**src/rtl/piso_serializer.sv**
```systemverilog
`default_nettype none
// ============================================================================
// piso_serializer -- parallel-in serial-out shifter, valid/ready load, enable-paced
// Revision: 1.0
// ============================================================================
module piso_serializer #(
  parameter int   WIDTH      = 8,
  parameter bit   LSB_FIRST  = 1'b1,
  parameter logic IDLE_LEVEL = 1'b0
) (
  input  logic             clk,
  input  logic             rst_n,
  input  logic             in_valid,
  output logic             in_ready,
  input  logic [WIDTH-1:0] in_data,
  input  logic             shift_en,
  output logic             ser_out,
  output logic             ser_valid,
  output logic             ser_first,
  output logic             ser_last,
  output logic             busy
);

  localparam int               CNT_W  = $clog2(WIDTH);
  localparam logic [CNT_W-1:0] C_LAST = CNT_W'(WIDTH - 1);
  localparam logic [CNT_W-1:0] C_ONE  = CNT_W'(1);

  typedef enum logic [0:0] {
    S_IDLE  = 1'b0,
    S_SHIFT = 1'b1
  } state_t;

  state_t           r_state;
  logic [CNT_W-1:0] r_cnt;
  logic [WIDTH-1:0] r_shreg;
  logic             w_shifting;
  logic             w_at_last;
  logic             w_load;

  assign w_shifting = (r_state == S_SHIFT);
  assign w_at_last  = w_shifting && (r_cnt == C_LAST);
  assign in_ready   = (r_state == S_IDLE) || (w_at_last && shift_en);
  assign w_load     = in_valid && in_ready;

  // The outgoing bit always sits at the register's exit end, so no variable index is needed.
  always_ff @(posedge clk) begin
    if (!rst_n) begin
      r_state <= S_IDLE;
      r_cnt   <= '0;
      r_shreg <= '0;
    end else if (w_load) begin
      r_state <= S_SHIFT;
      r_cnt   <= '0;
      r_shreg <= in_data;
    end else if (w_shifting && shift_en) begin
      if (w_at_last) begin
        r_state <= S_IDLE;
        r_cnt   <= '0;
        r_shreg <= '0;
      end else begin
        r_cnt   <= r_cnt + C_ONE;
        r_shreg <= LSB_FIRST ? (r_shreg >> 1) : (r_shreg << 1);
      end
    end
  end

  assign ser_valid = w_shifting;
  assign busy      = w_shifting;
  assign ser_first = w_shifting && (r_cnt == '0);
  assign ser_last  = w_at_last;
  assign ser_out   = w_shifting ? (LSB_FIRST ? r_shreg[0] : r_shreg[WIDTH-1]) : IDLE_LEVEL;

endmodule
`default_nettype wire

```
**config.mk**
```make
export PLATFORM = sky130hd
export DESIGN_NAME = piso_serializer
export DESIGN_NICKNAME = d
export VERILOG_FILES = /design/src/rtl/piso_serializer.sv
export SDC_FILE = /design/constraint.sdc
export NUM_CORES = 1
export LEC_CHECK = 0
export CORE_MARGIN = 3
export CORE_UTILIZATION = 51
export CTS_BUF_LIST = sky130_fd_sc_hd__clkbuf_2
export CTS_CLUSTER_DIAMETER = 100
export CTS_CLUSTER_SIZE = 20
export DETAILED_ROUTE_END_ITERATION = 12
export PLACE_DENSITY_LB_ADDON = 0.05
export SYNTH_ARGS = -nofsm -noshare
export SYNTH_HDL_FRONTEND = slang
export SYNTH_SLANG_ARGS = --single-unit
```
**constraint.sdc**
```tcl
create_clock -name clk -period 2.18 [get_ports clk]
set_clock_uncertainty 0.2 [all_clocks]
set_input_delay 0.545 -clock clk [delete_from_list [all_inputs] [get_ports clk]]
set_output_delay 0.545 -clock clk [all_outputs]
set_load 0.005 [all_outputs]
```
# [After elaboration in Yosys (flattened, before gate mapping)]
# Cells that the tools add are included.
[word_totals] ff_bits=12 inputBits=12 elab_cells=26
[op_classes] add_sub_neg=1 eq_ne=1 n_mux=8 n_bitwise=2 reduce_logical=11
[op_table] cell="8-bit two-way mux" n=2
[op_table] cell="7-bit two-way mux" n=1
[op_table] cell="1-bit logical AND" n=5
[op_table] cell="1-bit two-way mux" n=4
[op_table] cell="2-bit nonzero test" n=2
[op_table] cell="3-bit by 1-bit adder with 3-bit output (second input constant)" n=1
[op_table] cell="3-bit == test (second input constant)" n=1
[op_table] cell="3-bit logical NOT" n=1
[op_table] cell="3-bit two-way mux" n=1
[op_table] cell="1-bit NOT" n=2
[op_table] cell="2-bit AND reduction" n=1
[op_table] cell="2-bit OR reduction" n=1
[op_table] cell="1-bit logical OR" n=1

# [Logic depth before layout (Yosys ltp)]
# Gate-level depths: netlist of the first run.
[depth] ltp_word=7 depth_mapped=7

# [Worst setup path after synthesis of the first run]
# OpenSTA, ideal clock, no wires.
[synth_timing] kind="reg2out" startpoint="register r_cnt[0]" endpoint="output port ser_last" t_arrival_ns=1.082 t_required_ns=1.435 setup_slack_ns=0.353 stages_incl_launch_ff=6 path_buffers=2 path_cell_list="dfxtp_1 ha_1 ha_1 buf_6 buf_6 and2_1"
[synth_via] elab_chain_cells=2
[synth_rtl] item="start: declaration" line="34" rtl="logic [CNT_W-1:0] r_cnt;"
[synth_rtl] item="start signal: assignment" line="61" rtl="r_cnt <= r_cnt + C_ONE;"
[synth_rtl] item="3-bit == test" line="41" rtl="assign w_at_last = w_shifting && (r_cnt == C_LAST);"
[synth_rtl] item="1-bit logical AND" line="41"
[synth_rtl] item="end: declaration" line="20" rtl="output logic ser_last,"
# Every way passes these cells.

# [Worst setup path after layout of the first run]
# Ends and elaborated chain as after synthesis.

==> results of run 1 <==
[cell families after synthesis]
family                   synth area share (%)
AND/OR/NAND/NOR                          20.1
buffers and inverters                    10.8
multiplexers                             10.0
flip-flops                               30.1
AO/OA/AOI/OAI                            24.2
adder cells (fa/ha/maj)                  4.71
[power by group]
part | total (mW) | switching [mW] | internal (mW)
Sequential | 0.241 | 0.00797 | 0.233
Clock | 0.109 | 0.0712 | 0.0376
Combinational | 0.126 | 0.0504 | 0.0761
Total | 0.476 | 0.130 | 0.347
[sequential cells by signal, indices dropped and copies added (netlist names)]
signal   count
r_shreg      8
r_cnt        3
busy         1
[final cells by class]
type / count / share of cell area (%)
clock buffer: 3 / 1.45
inverter: 3 / 1.09
multi-input combinational: 65 / 45.6
sequential: 12 / 23.4
tap: 15 / 1.81
timing repair buffer: 30 / 26.7
[worst max-delay path: stages, from the launching register on]
cell	delay, ns
sky130_fd_sc_hd__dfxtp_2	0.34
sky130_fd_sc_hd__ha_1	0.19
sky130_fd_sc_hd__ha_2	0.18
sky130_fd_sc_hd__and2_1	0.15
sky130_fd_sc_hd__dlygate4sd2_1	0.25
[metrics by stage]
step	utilization, %	hold slack, ns	TNS (ns)	instances	setup WS (ns)
4_1_cts	75.4	0.297	0	128	0.0177
5_1_grt	75.0	0.323	0	128	0.0153
3_5_place_dp	72.2	0.272	-0.328	122	-0.259
2_1_floorplan	-	0.245	0	89	0.353
6_report	75.0	0.291	0	128	0.0664
3_3_place_gp	72.2	0.265	-0.284	122	-0.238
[path summary, 6_finish.rpt]
check               endpoint  slack (ns)  cells after the start
setup / recovery    ser_last        0.07                      4
hold / removal      r_cnt[2]        0.29                      2
setup reg to reg  r_shreg[3]        0.38                      6
hold reg to reg     r_cnt[2]        0.29                      2
[what timing repair did]
action | 4_1_cts | 5_1_grt
gates resized for setup | 8 | 1
endpoints found under the setup margin | 4 | 1
buffers inserted | 3 | 0
[cell usage after synthesis]
master | n | area (um^2)
sky130_fd_sc_hd__nor2_1 | 3 | 11.3
sky130_fd_sc_hd__and3_1 | 7 | 43.8
sky130_fd_sc_hd__nand2_2 | 1 | 6.26
sky130_fd_sc_hd__o211ai_1 | 1 | 7.51
sky130_fd_sc_hd__o21ai_0 | 14 | 70.1
sky130_fd_sc_hd__mux2i_1 | 8 | 80.1
sky130_fd_sc_hd__a21oi_1 | 2 | 10.0
sky130_fd_sc_hd__and2b_1 | 7 | 52.6
sky130_fd_sc_hd__nand4b_1 | 2 | 17.5
sky130_fd_sc_hd__and2_1 | 2 | 12.5
sky130_fd_sc_hd__dfxtp_1 | 12 | 240
sky130_fd_sc_hd__inv_1 | 3 | 11.3
sky130_fd_sc_hd__a311o_1 | 7 | 70.1
sky130_fd_sc_hd__clkbuf_1 | 2 | 7.51
sky130_fd_sc_hd__a21boi_0 | 2 | 15.0
sky130_fd_sc_hd__buf_6 | 4 | 45.0
sky130_fd_sc_hd__nand3_1 | 1 | 5.00
sky130_fd_sc_hd__buf_4 | 3 | 22.5
sky130_fd_sc_hd__a21bo_2 | 2 | 20.0
sky130_fd_sc_hd__nand2_1 | 3 | 11.3
sky130_fd_sc_hd__ha_1 | 3 | 37.5
[routing by layer]
metal,track usage [%],vias up,part of all wire (%)
li1,-,373,-
met1,22.8,329,48
met2,29.0,12,47
met3,2.37,2,4.3
met4,7.02,0,0.70
met5,0,-,0
==> metrics list, run 1 <==
* Status: finished, final reports clean
- Worst setup path start: r_cnt[0]
* Storage element area: approximately 240 um^2
- CP Capture Type: output pin
* Syn Inst Count: just under 90
- Kind of start point of the critical path: flip-flop
- Sequential elements use a little under a third of the synthesized area.
* Worst vdd rail ir drop: ~0.00027 V
- Timing would allow up to approximately 0.47 GHz.
- Total global routing overflow: 0
- The worst setup path is of the reg2out kind.
* Arrival time of the worst setup path: 1.37 ns
* Data required time of the worst path: roughly 1.4 ns
- Max-Cap Viols: 0
- Counting along the longest clock path gives a buffer depth of 2.
* Root buffer cell: sky130_fd_sc_hd__clkbuf_2
* Overall routing resource usage: 17.6%
- Wire per inst: approximately 13 um
- 18 I/O pins were placed.
- The repair_antennas step left the layout with diodes totalling 0.
- Fraction of final layout cells sized beyond drive strength 1: 20.4%
* Worst max-slew margin expressed relative to the limit: 86.1%
- Cts bufs inserted: 3
* Largest net degree at the start of global routing: 18
* 1st-iter DRT viols: 9
- Detailed-route DRC error count: 0
* Yosys warning count: 0
- After filler insertion, the fill cell instance count of the layout stands at around 110.
* Initial standard-cell utilization of the core: just under 60%
- Wire length of the first global-routing pass: roughly 2700 um
- Relative to the synthesized area, the layout overhead comes to 30.1%.
- Sum of net half-perimeters after detailed placement: about 1200 um
- Leakage dissipation: 0.472 nW
- Placement-stage cell area: 998 um^2
- The number of global-route vias before repair came to approximately 610.
* Max H-tree Level: 1
* Number of nets with antenna violations after routing: 0
- The pre-antenna-repair detailed-routing pass consisted of 4 iterations.
* Setup repair after global routing missed its margin: false
* Count of standard-cell rows: 13
- Hold_sp: r_cnt[2]
* Horiz. Die Dim: about 46 um
- Summing every instance area after synthesis gives ~800 um^2.
- Class of the most critical hold timing path: reg2reg
- The final critical path takes up 97.0% of the cycle.
- The finished cells cover roughly 1000 um^2.
- Via/cell ratio: 5.59
- From bottom edge to top edge, the die measures 45.5 um.
- The die covers 2070 um^2.
- Initial antenna violation count: 0
* Finish-stage setup viols: 0
- Final critical path time including I/O delays and setup: roughly 2.1 ns
- Wire length after detailed routing: about 1700 um
- Final hold violation count: 0
- Summing all multi-input logic gate instances after layout gives 473 um^2.
- Transition time at the pin with the least slew margin: ~0.21 ns
* CTS Hold Bufs: 0
* Number of sinks handled by clock tree synthesis: 12
- Across all layers, the routed design uses between 700 and 800 vias.
* Worst Path Max Fanout: 3
- Total Nets Final: 130
* Clock Latency Late Sink: 0.25 ns
- CTS tree: done
- Synthesized netlist net count: ~100
- The count of buffers added on input and output ports is 17.
* Pwr per Cell Area: 459 nW/um^2
- Core footprint: roughly 1400 um^2
- Register clock-pin slew on the reported worst setup and hold paths: between 0.1 and 0.15 ns
- The max-slew violation count is 0.
- In this run the critical register-to-register path is launched from r_cnt[0].
* Number of distinct library cells after synthesis: 21
* Post-synthesis sequential element count: 12
- Final weighted congestion in routability-driven placement: 0.746
- Dividing the synthesized area by the synthesized cell count gives ~9 um^2.
- The library cells used most frequently in the layout, excluding fill and tap cells, are sky130_fd_sc_hd__o21ai_0, sky130_fd_sc_hd__clkdlybuf4s50_1, sky130_fd_sc_hd__buf_4.
- The completed layout was analyzed and its total power is between 0.4 and 0.5 mW.
No activity file was read; power rests on OpenSTA's default activity.
==> inputs of run 2 (changes only) <==
Settings changed: RECOVER_POWER set to 50.
==> metrics list, run 2 (same netlist as run 1, synthesis figures left out) <==
- The number of setup violations in the final report is 0 (unchanged).
* Register clock-pin slew on the reported worst setup and hold paths: 0.12 ns (about the same)
* Commonest non-fill, non-tap cells in the layout: sky130_fd_sc_hd__o21ai_0, sky130_fd_sc_hd__clkdlybuf4s50_1, sky130_fd_sc_hd__dfxtp_1
- Fraction of final layout cells sized beyond drive strength 1: 18.6% (-1.8 points)
* Cell total after placement: 122 (unchanged)
* Vias after detailed routing: 713 (-0.42%)
* Kind of start point of the critical path: flip-flop
- The slew of the pin with the lowest slew margin is 0.309 ns (+0.102 ns).
- Number of sinks handled by clock tree synthesis: 12 (unchanged)
* Worst setup path start: r_cnt[0]
* Setup repair after global routing missed its margin: false
- IO buf count: 17 (unchanged)
- Number of I/O pins: 18 (unchanged)
- Worst Hold Margin: 0.290 ns (-0.000675 ns)
- The net switching power of the design came to 0.130 mW (about the same).
* Placement-stage cell area: 998 um^2 (unchanged)
- The clock latency on the worst-skew pair was 0.25 ns (about the same).
- Total area of multi-input combinational cells: 470 um^2 (-0.53%)
* DR pass1 iterations: 4 (unchanged)
* Status: finished, final reports clean
- The area enclosed by the die boundary was 2070 um^2 (unchanged).
- Leakage dissipation: 0.471 nW (-0.18%)
- The post-route clock period utilization was 97.0% (about the same).
- The count of fill cells added during filler insertion is 111 (+1.8%).
* CTS Hold Bufs: 0 (unchanged)
* Detailed-route DRC error count: 0 (unchanged)
- Type of the setup path with the least slack: reg2out
- TritonCTS built the clock tree.
* Storage element area: 241 um^2 (-0.52%)
- Initial standard-cell utilization of the core: 57.6% (unchanged)
- Pwr per Cell Area: 460 nW/um^2 (+0.25%)
* Largest reg by FF count: r_shreg
* Worst max-slew margin expressed relative to the limit: 79.3% (-6.8 points)
- The data arrival time of the critical path came to 1.37 ns (about the same).
- 1st-iter DRT viols: 10 (+1)
- Clock power share: 23.0% (+0.2 points)
* Initial antenna violation count: 0 (unchanged)
* CP Capture Type: output pin
- The sum of negative setup slack was 0 ns (unchanged).
- The number of max-cap violations was 0 (unchanged).
* Area added between synthesis and finish: 29.7%
- The power after layout was 0.476 mW (-0.11%).
- Root buffer cell: sky130_fd_sc_hd__clkbuf_2
* Setup slack of the critical path after layout: 0.0657 ns (-0.000694 ns)
- The final wirelength is 1700 um (-0.41%).
- The startpoint identified for the worst register-to-register timing path is r_cnt[0].
- Internal Pwr Total: 0.346 mW (-0.16%)
- The average detailed-routed wire length per instance is 13.3 um (-0.41%).
* Count of standard-cell rows: 13 (unchanged)
- Hold_sp: r_cnt[2]
- The longest individual stage delay on the worst path came to 0.33 ns (about the same).
- Count of inserted antenna diode cells: 0 (unchanged)
- Final core occ: 74.8% (-0.27 points)
* Horiz. Die Dim: 45.5 um (unchanged)
- The worst supply voltage drop on vdd was 0.000275 V (+0.84%).
- The final design area excluding fillers was 1030 um^2 (-0.36%).
* Overall routing resource usage: 17.6% (unchanged)
* Register share of total power: 50.7% (about the same)
* Final hold violation count: 0 (unchanged)
- The post-layout instance count excluding filler cells is 128 (unchanged).
- Number of buffers on the longest clock path: 2 (unchanged)
* Sum of net half-perimeters after detailed placement: 1170 um (unchanged)
- Worst-path cell chain: ha_1 > ha_2 > and2_1 > dlygate4sd2_1
* Final critical path time including I/O delays and setup: 2.11 ns (+0.000694 ns)
- Final weighted congestion in routability-driven placement: 0.746 (unchanged)
* Maximum clock frequency: 0.473 GHz (about the same)
- The max-slew violation count was 0 (unchanged).
- Via/cell ratio: 5.57 (-0.42%)
- The min-delay analysis places its worst path in the category reg2reg.
* Via count of the first global-routing pass: 612 (unchanged)
* Cts bufs inserted: 3 (unchanged)
* Max H-tree Level: 1 (unchanged)
- The worst slack after detailed placement is -0.259 ns (unchanged).
- The core box area was 1380 um^2 (unchanged).
- The slowest stage of the critical path is the sky130_fd_sc_hd__dfxtp_1 cell.
- The number of routed nets with antenna violations came to 0 (unchanged).
- Largest net degree at the start of global routing: 18 (unchanged)
- Data required time of the worst path: 1.43 ns (about the same)
- Total global routing overflow: 0 (unchanged)
* Total Nets Final: 130 (unchanged)
- The number of flip-flops in the largest register is 8 (unchanged).
* Worst Path Max Fanout: 3 (unchanged)
* Die Height: 45.5 um (unchanged)
- The wire length of the first global-routing pass is 2690 um (unchanged).
- Combinational fraction of design power: 26.4% (about the same)
- The proportion of total power due to net switching came to 27.2% (+0.038 points).
==> run 2: cell count changes in the layout (fill, tap and decap cells not counted), sizes merged <==
cell	previous run	this run
buf	13	11
clkbuf	4	6
==> run 2: power groups by stage <==
stage	Sequential, mW	Clock (mW)	Combinational [mW]
after floorplan	0.245	0	0.0686
after global placement	0.245	0	0.122
after detailed placement	0.246	0	0.123
after CTS	0.241	0.114	0.127
after global routing	0.243	0.120	0.138
final	0.241	0.109	0.125
==> run 2: timing repair <==
item,CTS,global route
endpoints found under the setup margin,4,1
gates resized for setup,8,1
buffers inserted,3,0
==> run 2: final timing paths <==
kind	end	slack, ns	depth (start not counted)
max	ser_last	0.07	4
min	r_cnt[2]	0.29	2
max reg2reg	r_shreg[3]	0.36	6
min reg2reg	r_cnt[2]	0.29	2
==> run 2: layout make-up <==
type / instances / area share, %
tap: 15 / 1.82
timing repair buffer: 30 / 26.8
inverter: 3 / 1.09
sequential: 12 / 23.4
multi-input combinational: 65 / 45.5
clock buffer: 3 / 1.45
==> run 2: layer usage <==
metal	GRT usage [%]	share of wire [%]
met5	0	0
met4	7.02	0.71
met1	22.8	46
met3	2.37	4.9
met2	29.0	48
==> run 2: critical path, delay by kind of cell, from the launching register on <==
kind / cells / cell delay [ns]
fa+ha+maj: 2 / 0.38
flops: 1 / 0.33
simple gates: 1 / 0.15
buf+inv: 1 / 0.25
